==> config.mk <==
export PLATFORM = sky130hd
export DESIGN_NAME = sprite_draw_ctrl
export DESIGN_NICKNAME = d
export VERILOG_FILES = /design/src/rtl/sprite_draw_ctrl.sv
export SDC_FILE = /design/constraint.sdc
export NUM_CORES = 1
export LEC_CHECK = 0
export CORE_UTILIZATION = 47
export DETAILED_ROUTE_END_ITERATION = 8
export PLACE_DENSITY = 0.78
export SYNTH_ARGS = -nofsm -noshare
export SYNTH_HDL_FRONTEND = slang
export SYNTH_SLANG_ARGS = --single-unit
==> constraint.sdc <==
create_clock -name clock -period 1.65 [get_ports clock]
set_input_delay 0.33 -clock clock [delete_from_list [all_inputs] [get_ports clock]]
set_output_delay 0.33 -clock clock [all_outputs]
set_load 0.03 [all_outputs]
==> src/rtl/sprite_draw_ctrl.sv <==
// Sprite draw controller: sequences draw, frame wait, erase and move
// phases for a 4x4 sprite, with a sweep watchdog and a frame counter.
module sprite_draw_ctrl (
    input  logic       clock,
    input  logic       resetn,
    input  logic       go,
    input  logic       stop,
    input  logic       pause,
    input  logic [2:0] colour_in,
    input  logic       pixel_done,
    input  logic       frame_done,
    output logic       draw,
    output logic       plot,
    output logic       erase_colour,
    output logic [2:0] colour_out,
    output logic       en_delay,
    output logic       en_xy,
    output logic [2:0] state,
    output logic [7:0] frame_count,
    output logic       error
);

    typedef enum logic [2:0] {
        S_IDLE  = 3'd0,
        S_DRAW  = 3'd1,
        S_WAIT  = 3'd2,
        S_ERASE = 3'd3,
        S_MOVE  = 3'd4,
        S_ERR   = 3'd5
    } state_t;

    state_t      r_state;
    state_t      w_nextState;
    logic        r_run;
    logic        w_runNext;
    logic [2:0]  r_colour;
    logic [7:0]  r_frameCount;
    logic [4:0]  r_wdog;
    logic [4:0]  w_wdogNext;
    logic        w_timeout;
    logic        r_frameDonePrev;
    logic        r_enDelay;
    logic        w_latchColour;
    logic        w_incCount;
    logic        w_clearCount;
    logic        w_inSweep;
    logic        w_enterSweep;

    // The watchdog times out on the edge where it would reach 31.
    assign w_wdogNext   = r_wdog + 5'd1;
    assign w_timeout    = (w_wdogNext == 5'd31);
    assign w_inSweep    = (r_state == S_DRAW) || (r_state == S_ERASE);
    assign w_enterSweep = (w_nextState != r_state) &&
                          ((w_nextState == S_DRAW) || (w_nextState == S_ERASE));

    // State register.
    always_ff @(posedge clock) begin
        if (!resetn) begin
            r_state <= S_IDLE;
        end else begin
            r_state <= w_nextState;
        end
    end

    // Next-state logic plus the side effects each transition requests.
    always_comb begin
        w_nextState   = r_state;
        w_runNext     = r_run & ~stop;
        w_latchColour = 1'b0;
        w_incCount    = 1'b0;
        w_clearCount  = 1'b0;
        case (r_state)
            S_IDLE: begin
                if (go && !stop) begin
                    w_nextState   = S_DRAW;
                    w_runNext     = 1'b1;
                    w_latchColour = 1'b1;
                end
            end
            S_DRAW: begin
                if (pixel_done) begin
                    w_nextState = S_WAIT;
                end else if (w_timeout) begin
                    w_nextState = S_ERR;
                end
            end
            S_WAIT: begin
                if (frame_done && !r_frameDonePrev && !pause) begin
                    w_nextState = S_ERASE;
                end
            end
            S_ERASE: begin
                if (pixel_done) begin
                    w_nextState = S_MOVE;
                end else if (w_timeout) begin
                    w_nextState = S_ERR;
                end
            end
            S_MOVE: begin
                w_incCount    = 1'b1;
                w_latchColour = 1'b1;
                w_nextState   = w_runNext ? S_DRAW : S_IDLE;
            end
            S_ERR: begin
                w_runNext = r_run;
                if (go) begin
                    w_nextState   = S_DRAW;
                    w_runNext     = 1'b1;
                    w_latchColour = 1'b1;
                    w_clearCount  = 1'b1;
                end
            end
            default: begin
                w_nextState = S_IDLE;
            end
        endcase
    end

    // Run flag, colour latch, frame counter and frame_done history.
    always_ff @(posedge clock) begin
        if (!resetn) begin
            r_run           <= 1'b0;
            r_colour        <= 3'b000;
            r_frameCount    <= 8'd0;
            r_frameDonePrev <= 1'b0;
        end else begin
            r_run           <= w_runNext;
            r_frameDonePrev <= frame_done;
            if (w_latchColour) begin
                r_colour <= colour_in;
            end
            if (w_clearCount) begin
                r_frameCount <= 8'd0;
            end else if (w_incCount) begin
                r_frameCount <= r_frameCount + 8'd1;
            end
        end
    end

    // Sweep watchdog: restarts on sweep entry, counts while sweeping.
    always_ff @(posedge clock) begin
        if (!resetn) begin
            r_wdog <= 5'd0;
        end else if (w_enterSweep) begin
            r_wdog <= 5'd0;
        end else if (w_inSweep) begin
            r_wdog <= w_wdogNext;
        end
    end

    // Frame-delay enable is registered so pause never reaches an output combinationally.
    always_ff @(posedge clock) begin
        if (!resetn) begin
            r_enDelay <= 1'b0;
        end else begin
            r_enDelay <= (w_nextState == S_WAIT) && !pause;
        end
    end

    assign draw         = w_inSweep;
    assign plot         = w_inSweep;
    assign erase_colour = (r_state == S_ERASE);
    assign colour_out   = (r_state == S_DRAW) ? r_colour : 3'b000;
    assign en_delay     = r_enDelay;
    assign en_xy        = (r_state == S_MOVE);
    assign state        = r_state;
    assign frame_count  = r_frameCount;
    assign error        = (r_state == S_ERR);

endmodule
==> run_results.csv <==
group,metric,value,unit
floorplanning,die-area,2640,um^2
setup_path,slowest_stage,"dfxtp_2",
floorplanning,die_w,51.38,um
timing,fmax,0.6268,GHz
global_routing,grt_pass1_wl,4.685,mm
timing,relSlewSlack,0.7593,
power,internal_power,0.0007946,W
clock_tree,cts.htree.levels,1,
synth,yosysWarnings,0,
floorplanning,die_h,51.38,um
floorplanning,start_util,0.5083,
clock_tree,cts_sinks,22,
setup_path,cp_slowest_stage_delay,0.34,ns
global_routing,grt_max_degree,13,
power,ir_worst_vdd,471.4,uV
clock_tree,root_buffer,"clkbuf_4",
final_layout,diodes,0,
synth,ys_ff_latch,22,
route,routed_via_density,5.634,
synth,synth_area_leaders,"dfxtp_1 38%, xor2_1 6.9%, nor2_1 5.6%",
global_routing,first_global_vias,1124,
final_layout,stdcell_count,202,
floorplanning,rows,17,
setup_path,crit_arrival,1.27,ns
synth,netlist_area,1146,um^2
placed_design,io_buffers,29,
power,power_leakage,0.7176,nW
clock_tree,clk_pin_slew,0.12,ns
setup_path,worstSetupPathType,"flip-flop to output port",
timing,hold_violations,0,
global_routing,grt.total_usage,0.2396,
final_layout,drive_gt1_frac,0.2529,
setup_path,cpMostUsedCell,"buf_6",
route,ant_nets,0,
floorplanning,io_pins,30,
setup_path,required,1.32,ns
synth,syn-num-nets,142,
timing,slew_viol_final,0,
clock_tree,ctsHoldBuffers,0,
setup_path,crit_fanout,4,
route,drt-total-wl,2.934,mm
synth,yosysUniqueCellTypes,41,
placed_design,gp_congestion,0.7957,
route,drtPass1Iterations,4,
timing,rsz0062_at_grt,"false",
power,pwr-share-seq,0.508,
clock_tree,clk_latency,0.31,ns
clock_tree,clock_path_buffers,2,
run,cap_violations,0,
route,drcViolationCount,0,
route,num_vias,1138,
hold_path,hold_class,"flip-flop to flip-flop",
route,wl_per_cell,14.52,um
global_routing,antenna_found_initial,0,
synth,synth_edf_count,0,
synth,yosysMostFrequentCell,"dfxtp_1",
final_layout,area_growth,38.65,%
timing,setup_viol,0,
placed_design,dp_hpwl,2.065,mm
synth,synth_commonest_cells,"22 x dfxtp_1, 17 x nor2_1, 9 x a21oi_1, 9 x xor2_1, 8 x nand4_1",
power,comb_power_share,0.222,
clock_tree,cts_buffers,3,
synth,netlist_instances,129,
placed_design,placed_cells,194,
setup_path,crit_path_start_kind,"flip-flop",
run_status,outcome,"finished, final reports clean",
synth,async_reset_ff_frac,0,
power,clkPwrFrac,0.270,
power,total_power,0.001109,W
power,swShare,0.2836,
global_routing,grt_overflow,0,
setup_path,cp_cell_sequence,"buf_6 -> buf_6 -> nor3b_4 -> buf_6",
setup_path,end_kind,"output port",
final_layout,fin_nets,188,
timing,finalCritPeriodShare,0.9669,
timing,period_minus_slack,1.595,ns
route,drtIter0Drc,44,
setup_path,rrSetupSlack,0.14,ns
synth,avgSynthCellArea,8.884,um^2
timing,fin_ws,0.05463,ns
clock_tree,cts_tree,"yes",
synth,yosysTopAreaCell,"dfxtp_1",
synth,ys_seq_area_frac,0.3843,
power,powerDensity,698.0,nW/um^2
synth,yosysTopAreaCellShare,0.3843,
timing,finClkSkew,0.002078,ns
synth,synth_flop_cell,"dfxtp_1",
power,p_switching,0.0003145,W
final_layout,fill_cells,190,
timing,tightest_slew,0.3610,ns
placed_design,pre_cts_ws,-0.06859,ns
floorplanning,fp.coreArea,2255,um^2
-- final cells by class --
| class | count | area (um^2) | area share |
|---|---|---|---|
| Clock buffer | 4 | 36.28 | 0.02283 |
| Inverter | 6 | 22.52 | 0.01417 |
| Multi-Input combinational cell | 97 | 658.1 | 0.4142 |
| Sequential cell | 22 | 446.7 | 0.2811 |
| Tap cell | 28 | 35.03 | 0.02205 |
| Timing Repair Buffer | 45 | 390.4 | 0.2457 |
-- registers in the layout, summed over array words and instances (netlist names) --
register,flops
r_frameDonePrev,1
r_colour,3
frame_count,8
r_wdog,5
r_run,1
state,3
en_delay,1
-- repair_timing --
action,CTS,global route
gates resized for setup,16,7
endpoints found under the setup margin,18,8
setup buffers,3,1
pin swaps,1,1
-- per-layer routing --
layer | up-vias | wire length [um] | track usage
li1 | 545 | - | -
met1 | 550 | 1191 | 0.2514
met2 | 37 | 1576 | 0.4675
met3 | 6 | 128 | 0.02976
met4 | 0 | 37 | 0.09910
met5 | - | 0 | 0
-- logic make-up after synthesis --
group | synth area share
DFF | 0.3843
muxes | 0.01747
and+or+nand+nor | 0.2828
AOI/OAI and AO/OA | 0.1561
xor gates and xnor gates | 0.07642
adders and majority gates | 0.03275
buffers and inverters | 0.05021
-- worst max-delay path, delay by kind of cell, from the launching register on --
kind | cells | cell delay (ns)
flip-flops | 1 | 0.34
buffers and inverters | 3 | 0.40
AND/OR/NAND/NOR | 1 | 0.21
-- metrics by stage --
step,TNS [ns],instance area (um^2),hold WS [ns],utilization
global route,0,1589,0.5001,0.7048
floorplan,-0.01111,1150,0.4061,-
CTS,0,1572,0.4753,0.6970
finish,0,1589,0.4723,0.7048
global placement,-0.1303,1510,0.4540,0.6698
detailed placement,-0.2758,1510,0.4460,0.6698
-- path summary, 6_finish.rpt --
path	from	endpoint	depth (start not counted)
hold reg to reg	r_run$_SDFFE_PN0P_	r_run$_SDFFE_PN0P_	1
setup reg to reg	state[0]$_SDFF_PN0_	r_wdog[4]$_SDFFE_PP0P_	6
setup / recovery	state[0]$_SDFF_PN0_	en_xy	4
hold / removal	r_run$_SDFFE_PN0P_	r_run$_SDFFE_PN0P_	1
-- power by group through the flow --
| stage | Clock [W] | Sequential [W] | Combinational [W] |
|---|---|---|---|
| 5_1_grt | 0.000321 | 0.000566 | 0.000260 |
| 6_report | 0.000299 | 0.000564 | 0.000246 |
| 4_1_cts | 0.000304 | 0.000564 | 0.000238 |
| 3_3_place_gp | 0 | 0.000574 | 0.000220 |
| 2_1_floorplan | 0 | 0.000587 | 0.000127 |
| 3_5_place_dp | 0 | 0.000575 | 0.000226 |
-- cells in the final DEF (no fill, tap or decap), drive strengths merged, types with 5 or more instances in the layout --
cell / Yosys / routed
a21oi: 9 / 9
o21ai: 5 / 5
nand4: 8 / 8
inv: 5 / 5
clkdlybuf4s50: 0 / 9
dfxtp: 22 / 22
clkbuf: 0 / 5
buf: 4 / 24
nor2: 17 / 17
xor2: 9 / 9
nand2: 6 / 6
and3: 5 / 5
dlygate4sd2: 0 / 10
Power figures use the tool's default switching activity.
